===== src/rtl/mul_div.sv =====
// Iterative 8x8 multiply / 16-by-8 restoring divide unit, working beside the ALU.
// It processes BITS_PER_CYCLE multiplier or quotient bits per RUN cycle.
module mul_div #(
  parameter int BITS_PER_CYCLE = 1
) (
  input  logic        clk,
  input  logic        reset,
  input  logic        start,
  input  logic        op,
  input  logic [15:0] hl_in,
  input  logic [7:0]  a_in,
  output logic        busy,
  output logic        done,
  output logic [15:0] result,
  output logic [3:0]  flags,
  output logic        div_zero
);

  localparam int N_ITER = 8 / BITS_PER_CYCLE;
  localparam logic [3:0] LAST_CNT = 4'(N_ITER - 1);

  typedef enum logic [1:0] {IDLE, RUN, DONE} state_t;

  state_t      state;
  logic        op_q;
  logic [3:0]  cnt;
  logic [15:0] acc_q;
  logic [15:0] mcand_q;
  logic [7:0]  shf_q;
  logic [7:0]  rem_q;
  logic [7:0]  dvsr_q;

  logic [15:0] acc_n;
  logic [15:0] mcand_n;
  logic [7:0]  shf_n;
  logic [7:0]  rem_n;

  // One shift-add step: accumulate the multiplicand when the multiplier LSB is set.
  function automatic logic [39:0] mul_step(input logic [15:0] acc,
                                           input logic [15:0] mc,
                                           input logic [7:0]  mp);
    logic [15:0] sum;
    sum = mp[0] ? acc + mc : acc;
    return {sum, mc[14:0], 1'b0, 1'b0, mp[7:1]};
  endfunction

  // One restoring step; the 9-bit partial remainder keeps the bit shifted out.
  function automatic logic [15:0] div_step(input logic [7:0] rem,
                                           input logic [7:0] quo,
                                           input logic [7:0] dvsr);
    logic [8:0] pr;
    logic [7:0] qn;
    pr = {rem, quo[7]};
    qn = {quo[6:0], 1'b0};
    if (pr >= {1'b0, dvsr}) begin
      pr    = pr - {1'b0, dvsr};
      qn[0] = 1'b1;
    end
    return {pr[7:0], qn};
  endfunction

  // Flag vector in ALU order {S, V, C, Z}; V and C are never set on a completed op.
  function automatic logic [3:0] done_flags(input logic zero, input logic sign);
    return {sign, 1'b0, 1'b0, zero};
  endfunction

  always_comb begin
    acc_n   = acc_q;
    mcand_n = mcand_q;
    shf_n   = shf_q;
    rem_n   = rem_q;
    for (int i = 0; i < BITS_PER_CYCLE; i++) begin
      if (op_q) begin
        {rem_n, shf_n} = div_step(rem_n, shf_n, dvsr_q);
      end else begin
        {acc_n, mcand_n, shf_n} = mul_step(acc_n, mcand_n, shf_n);
      end
    end
  end

  always_ff @(posedge clk) begin
    if (!reset) begin
      state    <= IDLE;
      busy     <= 1'b0;
      done     <= 1'b0;
      result   <= 16'h0000;
      flags    <= 4'h0;
      div_zero <= 1'b0;
      op_q     <= 1'b0;
      cnt      <= 4'h0;
      acc_q    <= 16'h0000;
      mcand_q  <= 16'h0000;
      shf_q    <= 8'h00;
      rem_q    <= 8'h00;
      dvsr_q   <= 8'h00;
    end else begin
      done <= 1'b0;
      case (state)
        IDLE: begin
          if (start) begin
            op_q     <= op;
            cnt      <= 4'h0;
            flags    <= 4'h0;
            div_zero <= 1'b0;
            acc_q    <= 16'h0000;
            mcand_q  <= {8'h00, hl_in[7:0]};
            shf_q    <= op ? hl_in[7:0] : a_in;
            rem_q    <= hl_in[15:8];
            dvsr_q   <= a_in;
            busy     <= 1'b1;
            if (op && a_in == 8'h00) begin
              div_zero <= 1'b1;
              result   <= hl_in;
              done     <= 1'b1;
              state    <= DONE;
            end else if (op && hl_in[15:8] >= a_in) begin
              // Quotient would not fit in 8 bits: leave HL untouched and flag V.
              result   <= hl_in;
              flags    <= 4'b0100;
              done     <= 1'b1;
              state    <= DONE;
            end else begin
              state    <= RUN;
            end
          end
        end
        RUN: begin
          acc_q   <= acc_n;
          mcand_q <= mcand_n;
          shf_q   <= shf_n;
          rem_q   <= rem_n;
          cnt     <= cnt + 4'h1;
          if (cnt == LAST_CNT) begin
            if (op_q) begin
              result <= {rem_n, shf_n};
              flags  <= done_flags(shf_n == 8'h00, shf_n[7]);
            end else begin
              result <= acc_n;
              flags  <= done_flags(acc_n == 16'h0000, acc_n[15]);
            end
            done  <= 1'b1;
            state <= DONE;
          end
        end
        DONE: begin
          busy  <= 1'b0;
          state <= IDLE;
        end
        default: begin
          busy  <= 1'b0;
          state <= IDLE;
        end
      endcase
    end
  end

endmodule


===== config.mk =====
export PLATFORM = sky130hd
export DESIGN_NAME = mul_div
export DESIGN_NICKNAME = d
export VERILOG_FILES = /design/src/rtl/mul_div.sv
export SDC_FILE = /design/constraint.sdc
export NUM_CORES = 1
export LEC_CHECK = 0
export BUFFER_PORTS_ARGS = -buffer_cell sky130_fd_sc_hd__buf_4
export CAP_MARGIN = 30
export CORE_ASPECT_RATIO = 1.1
export CORE_MARGIN = 2
export CORE_UTILIZATION = 60
export DETAILED_ROUTE_END_ITERATION = 6
export MAX_ROUTING_LAYER = met4
export PLACE_DENSITY_LB_ADDON = 0.08
export RECOVER_POWER = 100
export SLEW_MARGIN = 15
export SYNTH_ARGS = -nofsm -noshare
export SYNTH_HDL_FRONTEND = slang
export SYNTH_SLANG_ARGS = --single-unit
export TNS_END_PERCENT = 5

===== constraint.sdc =====
create_clock -name clk -period 3.45 [get_ports clk]
set_input_delay 0 -clock clk [delete_from_list [all_inputs] [get_ports clk]]
set_output_delay 0 -clock clk [all_outputs]
set_load 0.01 [all_outputs]

---- Yosys cells after proc, flatten, opt, wreduce, memory -nomap -nowiden ----
Index checks and enable logic that the tools add are counted.
storage, ports and cells
  register bits ........................... 86
  input bits .............................. 28
operators by class
  $add $sub $neg .......................... 3
  mux-type cells .......................... 43
  order comparisons ....................... 2
  bitwise gates (word level) .............. 1
  eq/ne operators ......................... 6
  reduce and logical (&&, ||, !) cells .... 14
operators by type and width
  operator                                        number
  2-to-1 mux 16 bit                               10
  case mux 16 bit (2 select lines)                3
  2-to-1 mux 8 bit                                6
  case mux 8 bit (2 select lines)                 2
  adder 16 bit                                    1
  zero test 16 bit                                1
  zero test 8 bit                                 2
  2-to-1 mux 4 bit                                4
  case mux 4 bit (2 select lines)                 2
  greater-or-equal comparator 9 x 8 -> 1 bit      1
  greater-or-equal comparator 8 bit               1
  2-to-1 mux 2 bit                                4
  AND reduction 2 bit                             4
  subtractor 8 bit                                1
  2-to-1 mux 1 bit                                7
  2-to-1 mux 3 bit                                2
  inequality test 2 bit (second input constant)   3
  AND reduction 3 bit                             2
  adder 4 x 1 -> 4 bit (second input constant)    1
  == test 4 x 3 -> 1 bit (second input constant)  1
  case mux 1 bit (2 select lines)                 2
  case mux 2 bit (2 select lines)                 1
  AND reduction 4 bit                             1
  inequality test 3 bit (second input constant)   1
  other kinds (5)                                 6

---- Longest topological paths before layout ----
Gate-level depths: netlist (run 1).
  word-level depth ........................ 7
  depth in mapped cells ................... 11
  depth with buffers taken out ............ 11

---- Worst setup path before layout (run 1) ----
Ideal clock, no wire load.
  path kind ............................... reg2reg
  start point ............................. reg acc_q[0]
  end point ............................... reg result[12]
  arrival time ............................ 2.611 ns
  setup slack ............................. 0.720 ns
  period minus slack after synthesis ...... 2.730 ns
  stages on the path, launching flop included .. 11
  library setup time ...................... 0.119 ns
  data required time ...................... 3.331 ns
  cell sequence ........................... dfxtp_1 -> ha_1 -> fa_1 -> a211oi_2 -> o21ba_2 -> a21boi_2 -> o311a_1 -> or3_1 -> a31oi_1 -> o221ai_1 -> o221a_1
between the ends
  longest elaborated chain between the ends .. 6
ends and longest elaborated chain
  what                              line  source
  start: declaration                27    logic [15:0] acc_q;
  start signal: assignment          128   acc_q <= acc_n;
  adder 16 bit                      43    sum = mp[0] ? acc + mc : acc;
  2-to-1 mux 16 bit                 43
  2-to-1 mux 16 bit                 73    if (op_q) begin
  2-to-1 mux 16 bit                 134   if (op_q) begin
  2-to-1 mux 16 bit                 133   if (cnt == LAST_CNT) begin
  case mux 16 bit (2 select lines)  98    case (state)
  end signal: assignment            113   result <= hl_in;
  end signal: assignment            135   result <= {rem_n, shf_n};
  end signal: assignment            138   result <= acc_n;
  end: declaration                  14    output logic [15:0] result,
No other way between the ends. The select of a mux whose other input is x is not followed.
A chain may end at the register's enable or synchronous reset.

---- Worst setup path in the final report (run 1) ----
  start point ............................. reg shf_q[7]
  end point ............................... reg rem_q[4]
between the ends
  longest elaborated chain between the ends .. 4
  elaborated cells between the ends (all ways) .. 5
  classes of those cells .................. add/sub: 1; order compare: 1; mux: 3
ends and longest elaborated chain
  what                                                                            line    source
  start: declaration                                                              29      logic [7:0] shf_q;
  start signal: assignment                                                        107     shf_q <= op ? hl_in[7:0] : a_in;
  start signal: assignment                                                        130     shf_q <= shf_n;
  subtractor 8 bit or greater-or-equal comparator 9 x 8 -> 1 bit (tied branches)  56, 55
  2-to-1 mux 8 bit (*)                                                            55      if (pr >= {1'b0, dvsr}) begin
  2-to-1 mux 8 bit (*)                                                            73
  case mux 8 bit (2 select lines) (*)                                             98
  end signal: assignment                                                          108     rem_q <= hl_in[15:8];
  end signal: assignment                                                          131     rem_q <= rem_n;
  end: declaration                                                                30      logic [7:0] rem_q;
Every way passes the cells marked *; elsewhere a longest branch is shown, timed or not.

==> flow_summary_export.csv, run 1 <==
group,metric,value,unit
global_route,grt_pass1_wl,25.2,mm
yosys,syn_area,0.00523,sq mm
sta,finClkSkew,0.00678,ns
global_route,grt_pass1_vias,5189,
yosys,synthFlopType,"dfxtp_1",
cts,cts_buffer_depth,2,
worst_setup_path,timing.rr.start,"shf_q[7]$_SDFFE_PN0P_",
die,dieWidth,93.0,um
yosys,syn_nets,711,
worst_setup_path,reg2regPathDepth,12,
worst_setup_path,crit_type,"reg -> reg",
final_layout,areaGrowthSynthToFinish,14.3,%
worst_setup_path,rrSetupSlack,0.30,ns
sta,hold_violations,2,
cts,cts-root-buf,"clkbuf_8",
worst_setup_path,cp_max_fo,12,
sta,final.min_clock_period,3.15,ns
outcome,status,"finished with violations",
power,ir_worst_vdd,0.268,mV
final_layout,n_antenna_cell,0,
drt,drtIter0Drc,306,
drt,first_pass_iters,5,
placed_design,gp_congestion,0.921,
cts,ctsResizeCount,0,
cts,path_clk_slew,0.09,ns
sta,setup-tns-final,0,ns
die,die-area,0.00948,sq mm
power,p_leak,2.44,nW
drt,dr_total_vias,5404,
yosys,ys_seq_elements,85,
job,drv_cap,1,
sta,slew_viol_final,51,
yosys,synth_edf_count,0,
worst_setup_path,cp_data_arrival_time,3.40,ns
drt,drcViolationCount,0,
sta,worst_pin_slew,2.34,ns
yosys,yosys_warnings,0,
yosys,syn_inst,649,
cts,numCtsBuffers,9,
worst_setup_path,setup.worst_path.end_class,"flop",
yosys,synth_top_area_share,32.5,%
yosys,synth.avg_cell_area,8.06,sq um
drt,post_drt_wl_per_cell,19.1,um
global_route,grt_max_degree,51,
final_layout,fin_nets,770,
final_layout,drive_gt1_share,9.12,%
sta,period_share,91.4,%
global_route,antenna_found_initial,0,
worst_setup_path,reg2reg_to,"rem_q[4]$_SDFFE_PN0P_",
sta,rsz0062_at_grt,"false",
yosys,synth_async_sr_flop_share,0,%
placed_design,port_buffers,49,
sta,setup-violations-final,0,
outcome,violations,"hold timing, capacitance limit, slew limit",
placed_design,hpwl,11.3,mm
worst_setup_path,worstSetupEndpoint,"rem_q[4]$_SDFFE_PN0P_",
sta,timing.fmax,317,MHz
worst_setup_path,critPathRequiredTime,3.69,ns
yosys,ys_types,71,
yosys,ys_seq_area_share,32.5,%
cts,cts_setup_buffers,0,
worst_setup_path,worstSetupStartpointType,"flop",
worst_hold_path,whs_path_depth,3,
drt,wirelength,15.8,mm
die,row_count,35,
global_route,grt.total_usage,34.8,%
die,ioPinCount,51,
power,power_density,398,mW/mm^2
cts,cts_num_sinks,85,
cts,htree_levels,3,
sta,relSlewSlack,-55.8,%
global_route,grt-ovfl-total,0,
die,start_util,62.2,%
final_layout,final_area,0.00598,sq mm
final_layout,n_fill_cell,699,
drt,drtAntennaViolNets,0,
final_layout,mostFrequentLayoutCells,"dfxtp_1, nand2_1, nor2_1, a21oi_1, buf_4",
yosys,netlist_top_cells_area,"dfxtp_1, ha_1, nand2_1, a21oi_1, nor2_1",
yosys,synth_top_cell_by_area,"dfxtp_1",
drt,drt-vias-per-instance,6.56,
sta,holdWs,-0.00451,ns
cts,clock_latency,0.35,ns
placed_design,place_area,0.00570,sq mm
worst_hold_path,hold_start,"hl_in[11]",
power,p_total,0.00238,W
cts,cts_tree,"done",
final_layout,layout_commonest_cell,"dfxtp_1",
worst_hold_path,hp-class,"in -> reg",
die,dieHeight,102,um
die,coreArea,0.00841,sq mm
worst_setup_path,cp-startpoint,"shf_q[7]$_SDFFE_PN0P_",
[flip-flops by register name, indices dropped and copies added, names as in the netlist, 3 cells and up]
| register | count |
|---|---|
| result | 16 |
| shf_q | 8 |
| mcand_q | 16 |
| cnt | 4 |
| acc_q | 16 |
| dvsr_q | 8 |
| flags | 3 |
| rem_q | 8 |
[cell families (layout without fill, tap and decap cells)]
| group | count (synthesis) | count (layout) | synth area share, % |
|---|---|---|---|
| mux | 17 | 17 | 3.32 |
| compound gates | 217 | 217 | 29.5 |
| simple gates | 219 | 219 | 19.2 |
| buf+inv | 63 | 127 | 4.81 |
| flops | 85 | 85 | 32.5 |
| xor+xnor | 13 | 13 | 2.18 |
| other cells | 1 | 1 | 0.0717 |
| fa+ha+maj | 34 | 34 | 8.42 |
[critical path, stage by stage (launching register included)]
cell,delay [ns]
dfxtp_1,0.46
inv_1,0.07
ha_1,0.23
nor2b_1,0.17
o211ai_1,0.11
a21boi_0,0.35
o41ai_2,0.14
a31oi_1,0.17
buf_4,0.23
mux2i_1,0.25
nor2_1,0.11
o21a_1,0.19
dlygate4sd3_1,0.55
[what timing repair did]
item	4_1_cts	5_1_grt
endpoints found under the hold margin	27	0
hold buffers	21	0
endpoints found under the setup margin	0	0
[layer usage]
layer,GRT usage (%),share of wire [%],vias up
met5,-,0,-
met4,17.3,4.2,0
met3,7.37,8.4,53
met2,58.0,48,249
met1,39.8,39,2574
li1,-,-,2528
[power by group]
group          internal [W]  leakage (nW)  switching (W)
Sequential          0.00103         0.693      0.0000509
Clock              0.000301        0.0857       0.000368
Combinational      0.000248          1.66       0.000376
[metrics by stage]
stage / std cells / utilization, % / hold slack (ns) / setup slack (ns)
after floorplan: 649 / - / 0.136 / 0.720
after global placement: 787 / 67.8 / 0.280 / 0.565
after detailed placement: 787 / 67.8 / 0.289 / 0.464
after CTS: 824 / 72.4 / 0.00146 / 0.359
after global routing: 824 / 71.1 / 0.0323 / 0.130
final: 824 / 71.1 / -0.00451 / 0.297
[Yosys cell counts, drive strengths merged (5+ instances only)]
cell type and n:
a211oi 12, buf 14, ha 32, nand2 80, o211ai 15, nor2b 7
o21a 5, a21oi 49, a21boi 5, a22oi 18, and2 6, nand2b 7
a21o 10, nor3 21, a311oi 16, a22o 14, inv 25, xor2 7
a31oi 6, nand3 10, xnor2 6, o21ai 28, nor2 61, nor4 7
dfxtp 85, mux2i 14, o31ai 7, clkbuf 23
[cell type report]
cell class / instances / area [sq um] / area share [%]
Clock buffer: 13 / 159 / 2.66
Clock inverter: 3 / 20.0 / 0.335
Inverter: 26 / 97.6 / 1.63
Multi-Input combinational cell: 501 / 3270 / 54.7
Sequential cell: 85 / 1700 / 28.5
Tap cell: 111 / 139 / 2.32
Timing Repair Buffer: 85 / 593 / 9.92
[worst min-delay path by stage]
stage	endpoint	slack, ns
floorplan	dvsr_q[2]$_SDFFE_PN0P_	0.14
global placement	dvsr_q[2]$_SDFFE_PN0P_	0.28
detailed placement	dvsr_q[2]$_SDFFE_PN0P_	0.29
CTS	rem_q[3]$_SDFFE_PN0P_	0.001
global route	rem_q[2]$_SDFFE_PN0P_	0.03
finish	rem_q[3]$_SDFFE_PN0P_	-0.005
Note: power is estimated with default switching activity, not from simulation.
==> run 2: changes to the inputs <==
--- a/config.mk
+++ b/config.mk
@@ -5,11 +5,12 @@
 export SDC_FILE = /design/constraint.sdc
 export NUM_CORES = 1
 export LEC_CHECK = 0
-export BUFFER_PORTS_ARGS = -buffer_cell sky130_fd_sc_hd__buf_4
+export BUFFER_PORTS_ARGS = -buffer_cell sky130_fd_sc_hd__buf_2
 export CAP_MARGIN = 30
 export CORE_ASPECT_RATIO = 1.1
 export CORE_MARGIN = 2
-export CORE_UTILIZATION = 60
+export CORE_UTILIZATION = 40
+export CTS_BUF_LIST = sky130_fd_sc_hd__clkbuf_16
 export DETAILED_ROUTE_END_ITERATION = 6
 export MAX_ROUTING_LAYER = met4
 export PLACE_DENSITY_LB_ADDON = 0.08
==> run 2 against run 1 <==
The run now ends clean; critical path depth down 4; clock-buffer cell count down 4; routed wire length up 6.1%; critical endpoint is now rem_q[5]$_SDFFE_PN0P_.
==> flow_summary_export.csv, run 2 (same netlist as run 1, synthesis figures left out) <==
group,metric,value,unit
cts,clock_latency,0.35,ns
drt,drcViolationCount,0,
sta,finClkSkew,0.00934,ns
sta,timing.fmax,327,MHz
die,ioPinCount,51,
drt,post_drt_wl_per_cell,19.3,um
cts,cts-root-buf,"clkbuf_16",
worst_setup_path,cp_data_arrival_time,3.30,ns
final_layout,areaGrowthSynthToFinish,15.9,%
worst_setup_path,worstSetupStartpointType,"flop",
placed_design,port_buffers,49,
power,p_leak,2.46,nW
global_route,grt.total_usage,25.2,%
final_layout,n_antenna_cell,0,
sta,rsz0062_at_grt,"false",
drt,drtAntennaViolNets,0,
final_layout,seq_area,0.00170,sq mm
final_layout,drive_gt1_share,9.28,%
final_layout,top_regs,"acc_q: 16 flops, mcand_q: 16 flops, result: 16 flops",
sta,setup-violations-final,0,
power,internal_power,0.00190,W
placed_design,hpwl,12.5,mm
worst_setup_path,setup.worst_path.end_class,"flop",
global_route,grt_pass1_wl,26.3,mm
cts,htree_levels,3,
sta,period_share,88.6,%
cts,cts_num_sinks,85,
placed_design,place_area,0.00566,sq mm
worst_setup_path,critPathRequiredTime,3.70,ns
sta,holdWs,0.0104,ns
cts,cts_tree,"done",
worst_setup_path,crit_type,"reg -> reg",
final_layout,fin_nets,768,
worst_setup_path,cp_max_fo,18,
drt,drtIter0Drc,343,
final_layout,n_fill_cell,1297,
final_layout,layout_commonest_cell,"dfxtp_1",
sta,relSlewSlack,19.7,%
power,p_total,0.00275,W
drt,first_pass_iters,6,
sta,slew_viol_final,0,
outcome,status,"completed",
cts,hold_buffers,16,
placed_design,gp_congestion,0.934,
job,drv_cap,0,
sta,worst_pin_slew,1.20,ns
sta,setup-tns-final,0,ns
drt,drt-vias-per-instance,5.90,
die,row_count,43,
placed_design,dp.cells,836,
die,start_util,41.2,%
cts,ctsResizeCount,0,
cts,numCtsBuffers,9,
drt,wirelength,16.7,mm
final_layout,mostFrequentLayoutCells,"dfxtp_1, nand2_1, nor2_1, a21oi_1, ha_1",
sta,hold_violations,0,
final_layout,multi_input_area,0.00327,sq mm
drt,dr_total_vias,5120,
power,ir_worst_vdd,0.211,mV
final_layout,finalNonFillerCells,868,
sta,final.min_clock_period,3.06,ns
die,die-area,0.0140,sq mm
global_route,antenna_found_initial,0,
power,p_sw,0.000855,W
final_layout,final_area,0.00607,sq mm
global_route,grt_pass1_vias,4904,
cts,path_clk_slew,0.06,ns
die,dieWidth,113,um
power,power_density,454,mW/mm^2
cts,cts_setup_buffers,0,
power,p_sw_share,31.1,%
global_route,grt_max_degree,54,
power,pwr-share-seq,39.5,%
worst_hold_path,hp-class,"in -> reg",
die,coreArea,0.0127,sq mm
power,pwr-share-clk,38.5,%
power,combPwrFrac,22.0,%
global_route,grt-ovfl-total,0,
cts,cts_buffer_depth,2,
die,dieHeight,124,um
## run 2: layout make-up
class	count	share of cell area, %
Multi-Input combinational cell	501	53.9
Sequential cell	85	28.0
Timing Repair Buffer	83	8.00
Clock buffer	9	3.71
Tap cell	157	3.24
Inverter	26	1.61
Clock inverter	7	1.51
## run 2: power groups by stage
stage | Clock (W) | Combinational (W) | Sequential [W]
3_3_place_gp | 0 | 0.000598 | 0.00111
4_1_cts | 0.00108 | 0.000620 | 0.00109
6_report | 0.00106 | 0.000606 | 0.00109
5_1_grt | 0.00112 | 0.000669 | 0.00109
3_5_place_dp | 0 | 0.000602 | 0.00111
2_1_floorplan | 0 | 0.000417 | 0.00109
## run 2: final timing paths
path                            start                      end  slack (ns)  cells after the start
setup / recovery    op_q$_SDFFE_PN0P_    rem_q[5]$_SDFFE_PN0P_        0.39                      8
hold / removal               hl_in[2]  mcand_q[2]$_SDFFE_PN0P_        0.01                      3
setup reg to reg    op_q$_SDFFE_PN0P_    rem_q[5]$_SDFFE_PN0P_        0.39                      8
hold reg to reg   cnt[3]$_SDFFE_PN0P_      cnt[3]$_SDFFE_PN0P_        0.45                      1
## run 2: metrics by stage
stage | utilization [%] | setup WS (ns)
3_5_place_dp | 44.6 | 0.456
6_report | 47.8 | 0.393
2_1_floorplan | - | 0.720
3_3_place_gp | 44.6 | 0.506
5_1_grt | 47.8 | 0.136
4_1_cts | 48.3 | 0.406
## run 2: critical path: stages, from the launching register on
cell and delay [ns]:
dfxtp_1 0.56, clkbuf_1 0.77, clkinv_1 0.41, clkbuf_1 0.30
nor2_1 0.15, buf_4 0.16, nor2_1 0.15, a22o_1 0.26
o21a_1 0.17
## run 2: metal layers
layer	global-route usage [%]	vias to the layer above	wire length, um
met2	41.5	130	7970
met1	31.5	2441	7640
met4	11.1	0	478
met3	2.97	29	633
met5	-	-	0
li1	-	2520	-
==> run 3: changes to the inputs <==
--- a/config.mk
+++ b/config.mk
@@ -7,7 +7,7 @@
 export LEC_CHECK = 0
 export BUFFER_PORTS_ARGS = -buffer_cell sky130_fd_sc_hd__buf_2
 export CAP_MARGIN = 30
-export CORE_ASPECT_RATIO = 1.1
+export CORE_ASPECT_RATIO = 0.5
 export CORE_MARGIN = 2
 export CORE_UTILIZATION = 40
 export CTS_BUF_LIST = sky130_fd_sc_hd__clkbuf_16
==> constraint.sdc (replaced) <==
create_clock -name clk -period 3 [get_ports clk]
set_input_delay 0 -clock clk [delete_from_list [all_inputs] [get_ports clk]]
set_output_delay 0 -clock clk [all_outputs]
set_load 0.01 [all_outputs]
==> run 3 against run 2 <==
Maximum frequency up 4.0%; sequential cell count is the same; utilization increased by 0.87 points; sequential power is 15% higher; clock skew increased by 0.0019 ns; largest power group unchanged; non-clock buffer count up 8; design area grew 1.8%; power grew 12%; highest routed layer unchanged; first-iteration DRC count grew 20%; combinational power increased by 17%; die area increased by 0.39%.
==> flow_summary_export.csv, run 3 (same netlist as run 1, synthesis figures left out) <==
group,metric,value,unit
outcome,status,"completed",
worst_setup_path,cp_data_arrival_time,3.17,ns
power,p_total,0.00308,W
worst_setup_path,reg2regPathDepth,10,
sta,finClkSkew,0.0112,ns
die,die-area,0.0141,sq mm
cts,htree_levels,3,
die,dieWidth,166,um
final_layout,n_antenna_cell,0,
cts,clock_latency,0.35,ns
sta,fin_ws,0.0593,ns
final_layout,fin_nets,776,
sta,rsz0062_at_grt,"true",
sta,setup-violations-final,0,
die,row_count,29,
worst_setup_path,crit_type,"reg -> reg",
sta,period_share,98.0,%
drt,post_drt_wl_per_cell,18.7,um
placed_design,hpwl,12.0,mm
power,ir_worst_vdd,0.251,mV
drt,wirelength,16.6,mm
worst_setup_path,cp_slowest_stage_delay,0.41,ns
worst_setup_path,critPathRequiredTime,3.23,ns
cts,cts_num_sinks,85,
sta,hold_violations,0,
drt,first_pass_iters,5,
final_layout,mostFrequentLayoutCells,"dfxtp_1, nand2_1, nor2_1, a21oi_1, ha_1",
drt,drtAntennaViolNets,0,
cts,numCtsBuffers,9,
sta,slew_viol_final,0,
final_layout,layout_commonest_cell,"dfxtp_1",
worst_setup_path,setup.worst_path.end_class,"flop",
worst_setup_path,path_cells,"ha_1, fa_2, a211oi_4, o21ba_4, a21boi_2, o311a_1, or3_1, a31oi_4, o221ai_1, o221a_1",
global_route,grt_pass1_vias,4757,
drt,drcViolationCount,0,
final_layout,final_area,0.00618,sq mm
power,p_leak,2.51,nW
global_route,grt_max_degree,61,
worst_setup_path,crit_slowest_cell,"fa_2",
die,coreArea,0.0127,sq mm
worst_setup_path,cp_max_fo,4,
cts,cts-root-buf,"clkbuf_16",
global_route,grt-ovfl-total,0,
cts,path_clk_slew,0.07,ns
power,power_density,499,mW/mm^2
worst_setup_path,cp_num_cells,10,
global_route,grt_pass1_wl,26.3,mm
cts,cts_buffer_depth,2,
die,ioPinCount,51,
final_layout,areaGrowthSynthToFinish,18.1,%
job,drv_cap,0,
global_route,grt.total_usage,24.4,%
worst_setup_path,worst-path-buf-inv,0,
placed_design,post-place-ws,0.0279,ns
drt,dr_total_vias,5145,
sta,timing.fmax,340,MHz
placed_design,dp.cells,859,
die,dieHeight,84.9,um
sta,final.min_clock_period,2.94,ns
final_layout,n_fill_cell,1311,
final_layout,top_regs,"acc_q: 16 flops, mcand_q: 16 flops, result: 16 flops",
final_layout,finalNonFillerCells,889,
placed_design,gp_congestion,0.907,
die,start_util,41.2,%
final_layout,drive_gt1_share,12.0,%
worst_setup_path,cp_top_family,"compound AO/OA/AOI/OAI gates",
drt,drt-vias-per-instance,5.79,
worst_hold_path,hp-class,"in -> reg",
cts,cts_tree,"done",
drt,drtIter0Drc,410,
global_route,antenna_found_initial,0,
placed_design,place_area,0.00575,sq mm
placed_design,port_buffers,49,
worst_setup_path,worstSetupStartpointType,"flop",
sta,worst_pin_slew,1.07,ns
sta,holdWs,0.0142,ns
sta,relSlewSlack,28.5,%
worst_hold_path,whs_path_depth,3,
==> run 3: what timing repair did <==
action	CTS	global route
buffers inserted	0	0
pin swaps	0	1
hold buffers	14	0
gates resized for setup	1	8
hold endpoints to repair	16	0
endpoints found under the setup margin	1	3
==> run 3: through the flow <==
step           setup TNS, ns  util (%)
6_report                   0      48.7
5_1_grt               -0.175      48.7
4_1_cts                    0      48.7
3_5_place_dp               0      45.3
3_3_place_gp               0      45.3
2_1_floorplan              0         -
==> run 3: area by class of cell <==
class / instances / area [sq um] / area share [%]
timing repair buffer: 91 / 549 / 8.89
multi-input combinational: 501 / 3330 / 53.8
clock buffer: 9 / 225 / 3.65
inverter: 26 / 97.6 / 1.58
tap: 170 / 213 / 3.44
sequential: 85 / 1700 / 27.5
clock inverter: 7 / 66.3 / 1.07
==> run 3: power by group <==
group | switching (W) | internal, W | total, W
clock network | 0.000484 | 0.000640 | 0.00112
logic | 0.000436 | 0.000276 | 0.000711
registers | 0.0000567 | 0.00119 | 0.00125
total | 0.000976 | 0.00211 | 0.00308
==> run 3: final timing paths <==
check                        start                 endpoint  slack (ns)
max          acc_q[0]$_SDFFE_PN0P_  result[12]$_SDFFE_PN0P_        0.06
min                       hl_in[9]    rem_q[1]$_SDFFE_PN0P_        0.01
max reg2reg  acc_q[0]$_SDFFE_PN0P_  result[12]$_SDFFE_PN0P_        0.06
min reg2reg    cnt[3]$_SDFFE_PN0P_      cnt[3]$_SDFFE_PN0P_        0.44
==> run 3: worst register-to-register path, stage by stage (launching register included) <==
cell and delay, ns:
dfxtp_1 0.32, ha_1 0.23, fa_2 0.41, a211oi_4 0.32, o21ba_4 0.21, a21boi_2 0.06
o311a_1 0.33, or3_1 0.37, a31oi_4 0.23, o221ai_1 0.13, o221a_1 0.22
==> run 3: per-layer routing <==
metal	GRT usage (%)	wire length [um]
met1	35.1	8720
met2	36.3	7030
met3	4.48	782
met4	3.95	110
met5	-	0
